`src/rtl/stamp_conveyor.sv`:
```
// Receives per-slot stamp/take events from the pool arbiter, keeps them pending and drains one beat per cycle.
// Define STAMP_CONVEYOR_FIXED_PRIO_EN for lowest-index-first selection instead of round-robin.
module stamp_conveyor #(
    parameter int SLOTS   = 8,
    parameter int STAMP_W = 3,
    parameter int TAKE_W  = 5
) (
    input  logic                       clk,
    input  logic                       rst_n,
    input  logic                       flush,
    input  logic [SLOTS*STAMP_W-1:0]   pool_stamp_flat,
    input  logic [SLOTS-1:0]           pool_stamp_in,
    input  logic [SLOTS*TAKE_W-1:0]    pool_take_flat,
    input  logic [SLOTS-1:0]           pool_take_in,
    output logic                       out_valid,
    input  logic                       out_ready,
    output logic [2:0]                 out_slot,
    output logic [STAMP_W-1:0]         out_stamp,
    output logic                       out_stamp_vld,
    output logic [TAKE_W-1:0]          out_take,
    output logic                       out_take_vld,
    output logic [3:0]                 pend_cnt,
    output logic [SLOTS-1:0]           overflow,
    input  logic                       ovf_clr
);

    logic [SLOTS-1:0]   stamp_pend_q, stamp_pend_d;
    logic [SLOTS-1:0]   take_pend_q,  take_pend_d;
    logic [STAMP_W-1:0] stamp_val_q [SLOTS];
    logic [STAMP_W-1:0] stamp_val_d [SLOTS];
    logic [TAKE_W-1:0]  take_val_q  [SLOTS];
    logic [TAKE_W-1:0]  take_val_d  [SLOTS];

    logic               out_valid_q, out_valid_d;
    logic [2:0]         out_slot_q, out_slot_d;
    logic [STAMP_W-1:0] out_stamp_q, out_stamp_d;
    logic               out_stamp_vld_q, out_stamp_vld_d;
    logic [TAKE_W-1:0]  out_take_q, out_take_d;
    logic               out_take_vld_q, out_take_vld_d;
    logic [3:0]         pend_cnt_q, pend_cnt_d;
    logic [SLOTS-1:0]   overflow_q, overflow_d;
    logic [2:0]         ptr_q, ptr_d;

    logic [SLOTS-1:0]   eligible;
    logic [SLOTS-1:0]   new_ovf;
    logic               load_en;
    logic               found;
    logic [2:0]         sel;
    logic [2:0]         idx;

    // Pick the first slot with anything pending, starting at the round-robin pointer.
    always_comb begin
        // NOTE: every comb output gets a default first so no path can infer a latch.
        eligible = stamp_pend_q | take_pend_q;
        found    = 1'b0;
        sel      = '0;
        idx      = '0;
        for (int k = 0; k < SLOTS; k++) begin
`ifdef STAMP_CONVEYOR_FIXED_PRIO_EN
            idx = 3'(k);
`else
            idx = ptr_q + 3'(k);
`endif
            if (!found && eligible[idx]) begin
                found = 1'b1;
                sel   = idx;
            end
        end
    end

    always_comb begin
        stamp_pend_d    = stamp_pend_q;
        take_pend_d     = take_pend_q;
        stamp_val_d     = stamp_val_q;
        take_val_d      = take_val_q;
        out_valid_d     = out_valid_q;
        out_slot_d      = out_slot_q;
        out_stamp_d     = out_stamp_q;
        out_stamp_vld_d = out_stamp_vld_q;
        out_take_d      = out_take_q;
        out_take_vld_d  = out_take_vld_q;
        ptr_d           = ptr_q;
        new_ovf         = '0;
        load_en         = !out_valid_q || out_ready;

        if (flush) begin
            stamp_pend_d    = '0;
            take_pend_d     = '0;
            out_valid_d     = 1'b0;
            out_stamp_vld_d = 1'b0;
            out_take_vld_d  = 1'b0;
            ptr_d           = '0;
        end else begin
            if (load_en) begin
                if (found) begin
                    out_valid_d       = 1'b1;
                    out_slot_d        = sel;
                    out_stamp_d       = stamp_val_q[sel];
                    out_stamp_vld_d   = stamp_pend_q[sel];
                    out_take_d        = take_val_q[sel];
                    out_take_vld_d    = take_pend_q[sel];
                    stamp_pend_d[sel] = 1'b0;
                    take_pend_d[sel]  = 1'b0;
`ifdef STAMP_CONVEYOR_FIXED_PRIO_EN
                    ptr_d = '0;
`else
                    ptr_d = sel + 3'd1;
`endif
                end else begin
                    out_valid_d     = 1'b0;
                    out_stamp_vld_d = 1'b0;
                    out_take_vld_d  = 1'b0;
                end
            end
            // Arrivals see pend bits after the load clear, so a slot leaving this edge never flags overflow.
            for (int i = 0; i < SLOTS; i++) begin
                if (pool_stamp_in[i]) begin
                    if (stamp_pend_d[i]) new_ovf[i] = 1'b1;
                    stamp_pend_d[i] = 1'b1;
                    stamp_val_d[i]  = pool_stamp_flat[i*STAMP_W +: STAMP_W];
                end
                if (pool_take_in[i]) begin
                    if (take_pend_d[i]) new_ovf[i] = 1'b1;
                    take_pend_d[i] = 1'b1;
                    take_val_d[i]  = pool_take_flat[i*TAKE_W +: TAKE_W];
                end
            end
        end

        overflow_d = (ovf_clr ? '0 : overflow_q) | new_ovf;
        pend_cnt_d = 4'($countones(stamp_pend_d | take_pend_d));
    end

    always_ff @(posedge clk or negedge rst_n) begin
        if (!rst_n) begin
            stamp_pend_q    <= '0;
            take_pend_q     <= '0;
            // NOTE: the per-slot value store is reset too, so no beat can ever carry X after reset.
            for (int i = 0; i < SLOTS; i++) begin
                stamp_val_q[i] <= '0;
                take_val_q[i]  <= '0;
            end
            out_valid_q     <= 1'b0;
            out_slot_q      <= '0;
            out_stamp_q     <= '0;
            out_stamp_vld_q <= 1'b0;
            out_take_q      <= '0;
            out_take_vld_q  <= 1'b0;
            pend_cnt_q      <= '0;
            overflow_q      <= '0;
            ptr_q           <= '0;
        end else begin
            stamp_pend_q    <= stamp_pend_d;
            take_pend_q     <= take_pend_d;
            stamp_val_q     <= stamp_val_d;
            take_val_q      <= take_val_d;
            out_valid_q     <= out_valid_d;
            out_slot_q      <= out_slot_d;
            out_stamp_q     <= out_stamp_d;
            out_stamp_vld_q <= out_stamp_vld_d;
            out_take_q      <= out_take_d;
            out_take_vld_q  <= out_take_vld_d;
            pend_cnt_q      <= pend_cnt_d;
            overflow_q      <= overflow_d;
            ptr_q           <= ptr_d;
        end
    end

    assign out_valid     = out_valid_q;
    assign out_slot      = out_slot_q;
    assign out_stamp     = out_stamp_q;
    assign out_stamp_vld = out_stamp_vld_q;
    assign out_take      = out_take_q;
    assign out_take_vld  = out_take_vld_q;
    assign pend_cnt      = pend_cnt_q;
    assign overflow      = overflow_q;

endmodule

```
`config.mk`:
```
export PLATFORM = sky130hd
export DESIGN_NAME = stamp_conveyor
export DESIGN_NICKNAME = d
export VERILOG_FILES = /design/src/rtl/stamp_conveyor.sv
export SDC_FILE = /design/constraint.sdc
export NUM_CORES = 1
export LEC_CHECK = 0
export ABC_AREA = 1
export CORE_MARGIN = 3
export CORE_UTILIZATION = 53
export CTS_BUF_LIST = sky130_fd_sc_hd__clkbuf_4 sky130_fd_sc_hd__clkbuf_8 sky130_fd_sc_hd__clkbuf_16
export DETAILED_ROUTE_END_ITERATION = 7
export PLACE_DENSITY = 0.9
export SKIP_LAST_GASP = 1
export SYNTH_ARGS = -nofsm -noshare
export SYNTH_HDL_FRONTEND = slang
export SYNTH_SLANG_ARGS = --single-unit
```
`constraint.sdc`:
```
create_clock -name clk -period 6.29 [get_ports clk]
set_clock_uncertainty 0.15 [all_clocks]
set_input_delay 0.9435 -clock clk [delete_from_list [all_inputs] [get_ports clk]]
set_output_delay 0.9435 -clock clk [all_outputs]
set_load 0.02 [all_outputs]
```
==> impl_metrics.tcl <==
set metrics [dict create \
    relSlewSlack_pct 50.19 \
    rows 38 \
    setup_violations 0 \
    seq_area_mm2 0.002728 \
    syn_area_per_cell_um2 7.444 \
    dr.pass1.iters 5 \
    preCtsSetupSlack_ns 0.5316 \
    syn_inst 826 \
    die_area_mm2 0.01293 \
    grt_max_degree 60 \
    coreArea_mm2 0.01108 \
    seq_power_share_pct 24.2 \
    maxClockFrequency_ghz 0.1713 \
    clockBufferDepth 2 \
    initial_core_util_pct 55.50 \
    ant_nets 0 \
    placedCellCount 1062 \
    gr-total-overflow 0 \
    nNetsFinal 1028 \
    cts_buffers 9 \
    worstSetupStartpointType "register" \
    setup_ws_ns 0.4539 \
    finalHoldViolCount 0 \
    synthArstFlopShare_pct 100.0 \
    pwr_density_cell_mw_per_mm2 522.3 \
    drc 0 \
    syn_area_mm2 0.006148 \
    worstPathRequired_ns 6.39 \
    fin_crit_sh_pct 92.78 \
    num-fill-cells 874 \
    post_cts_resized 0 \
    insertion_delay_ns 0.35 \
    synth_nets 921 \
    detailed_place_hpwl_mm 12.93 \
    worst_slew_pin_slew_ns 0.7444 \
    dr.first_iter.drc_count 661 \
    cts_sinks 109 \
    dr.max_layer_used "met4" \
    wl_met1_mm 7.172 \
    synth_edf_count 0 \
    antenna_found_initial 0 \
    peakVddDrop_uv 487.9 \
    grt.total_usage_pct 27.97 \
    syn2layout_area_growth_pct 24.58 \
    max_cap_viol_count 0 \
    postCtsSetupRepairBufs 0 \
    pwr-share-clk_pct 14.2 \
    synth-seq-cells 109 \
    num_antenna_cells 0 \
    grt_pass1_vias 5801 \
    cts_hold_buf 0 \
    vias 5979 \
    cp_max_fo 13 \
    fp.dieW_um 113.7 \
    cp.arrival_ns 5.93 \
    htreeDepth 3 \
    rsz0062_at_grt "no" \
    power_frac_comb_pct 61.6 \
    crit_path_top_delay_cell "dfrtp_1" \
    dr_wl_met3_mm 1.842 \
    synth_cell_types 37 \
    period_needed_ns 5.836 \
    multi_input_area_mm2 0.002984 \
    p_leak_uw 0.003910 \
    path_clk_slew_ns 0.09 \
    crit_path_frequent_cell "inv_1" \
    crit_type "register to register" \
    fin_cells 1078 \
    final_util_pct 69.14 \
    cts_tree "done" \
    route.met2.wl_mm 7.818 \
    die_y_um 113.7 \
    portBuffers 110 \
    switching_share_pct 51.09 \
    seq_area_frac_synth_pct 44.36 \
    synth_flop_cell "dfrtp_1" \
    wirelength_mm 17.41 \
    via_per_inst 5.546 \
    finalMaxSlewViolations 0 \
    cp_slowest_stage_delay_ns 0.59 \
    gp_congestion 0.9327 \
    final_cell_mix "nand2_1 (354), clkdlybuf4s50_1 (109), dfrtp_1 (109), nand3_1 (95), inv_1 (69)" \
    final_common_cell "nand2_1" \
    hp-class "register to register" \
    p_sw_uw 2044 \
    tns_ns 0 \
    ioPinCount 111 \
    grt_pass1_wl_mm 28.70 \
    p_int_uw 1957 \
    yosysWarnings 0 \
    wire_per_inst_um 16.15 \
    end_kind "register" \
    drive_above_1_share_pct 8.529 \
    status "finished, final reports clean" \
    cts_root_buf "clkbuf_16" \
]
## final timing paths
| check | start | end | slack, ns | cells past startpoint |
|---|---|---|---|---|
| worst max register to register | ptr_q[0]$_DFFE_PN0P_ | pend_cnt[2]$_DFF_PN0_ | 0.45 | 28 |
| max in group asynchronous | rst_n | stamp_pend_q[1]$_DFF_PN0_ | 4.36 | 2 |
| worst max-delay path | ptr_q[0]$_DFFE_PN0P_ | pend_cnt[2]$_DFF_PN0_ | 0.45 | 28 |
| min in group asynchronous | rst_n | out_take[2]$_DFFE_PN0P_ | 0.50 | 1 |
| worst min-delay path | take_val_q[5]$_DFFE_PN0P_ | take_val_q[5]$_DFFE_PN0P_ | 0.33 | 2 |
| worst min register to register | take_val_q[5]$_DFFE_PN0P_ | take_val_q[5]$_DFFE_PN0P_ | 0.33 | 2 |
## through the flow
stage | cell area [um2] | total power, uW | hold slack, ns
floorplan | 6148 | 2689 | 0.2922
global placement | 7356 | 3325 | 0.3044
detailed placement | 7356 | 3374 | 0.3098
CTS | 7660 | 3970 | 0.3290
global route | 7660 | 4321 | 0.3548
finish | 7660 | 4001 | 0.3307
## cell type report
type | instances | area share (%)
inverters | 76 | 3.757
well taps | 140 | 2.287
repair buffers | 121 | 15.42
multi-input cells | 616 | 38.96
clock inverters | 7 | 1.029
clock buffers | 9 | 2.940
flip-flops and latches | 109 | 35.61
## critical path, delay by kind of cell (launching register included)
kind                     cells  cell delay (ns)
AND/OR/NAND/NOR             13             1.47
adder cells (fa/ha/maj)      6             2.46
AO/OA/AOI/OAI                1             0.19
buffers and inverters        7             0.73
flip-flops                   1             0.59
XOR/XNOR                     1             0.13
## registers in the layout (all words and copies together) (netlist names)
register and count:
take_val_q 40, stamp_val_q 24, overflow 8, stamp_pend_q 8, take_pend_q 8, out_take 5, pend_cnt 4, out_slot 3
out_stamp 3, ptr_q 3, out_stamp_vld 1, out_take_vld 1, out_valid 1
## power by group through the flow
stage / clock network (uW) / registers (uW) / logic (uW)
after floorplan: 0 / 1030 / 1660
after global placement: 0 / 972 / 2350
after detailed placement: 0 / 980 / 2390
after CTS: 571 / 967 / 2430
after global routing: 598 / 986 / 2740
final: 567 / 969 / 2460
## Yosys cell counts, types with 2 or more instances
cell / count / area (um2)
nor2_2: 4 / 25.02
buf_2: 14 / 70.07
clkbuf_1: 3 / 11.26
nand3_2: 4 / 40.04
nand2_1: 354 / 1329
xnor2_2: 2 / 32.53
a21oi_1: 7 / 35.03
fa_1: 4 / 80.08
nand2_2: 3 / 18.77
buf_4: 5 / 37.54
nand4_1: 12 / 75.07
nor2_4: 6 / 67.56
nand3_1: 95 / 475.5
nor2_1: 60 / 225.2
ha_1: 6 / 75.07
inv_2: 5 / 18.77
o21ai_1: 8 / 40.04
o21ai_0: 15 / 75.07
nand3b_1: 4 / 30.03
mux2_2: 22 / 247.7
dfrtp_1: 109 / 2728
inv_1: 69 / 259.0
## metal layers
metal	vias up	global-route usage (%)
li1	2813	-
met1	2763	38.70
met2	353	43.19
met3	50	6.207
met4	0	10.82
met5	-	0
## logic make-up after synthesis
family / after synthesis / synth area share (%)
compound gates: 34 / 3.134
xor+xnor: 4 / 0.9362
fa+ha+maj: 10 / 2.523
buf+inv: 101 / 7.102
flops: 109 / 44.36
mux: 22 / 4.029
simple gates: 546 / 37.91
Power figures use the tool's default switching activity.
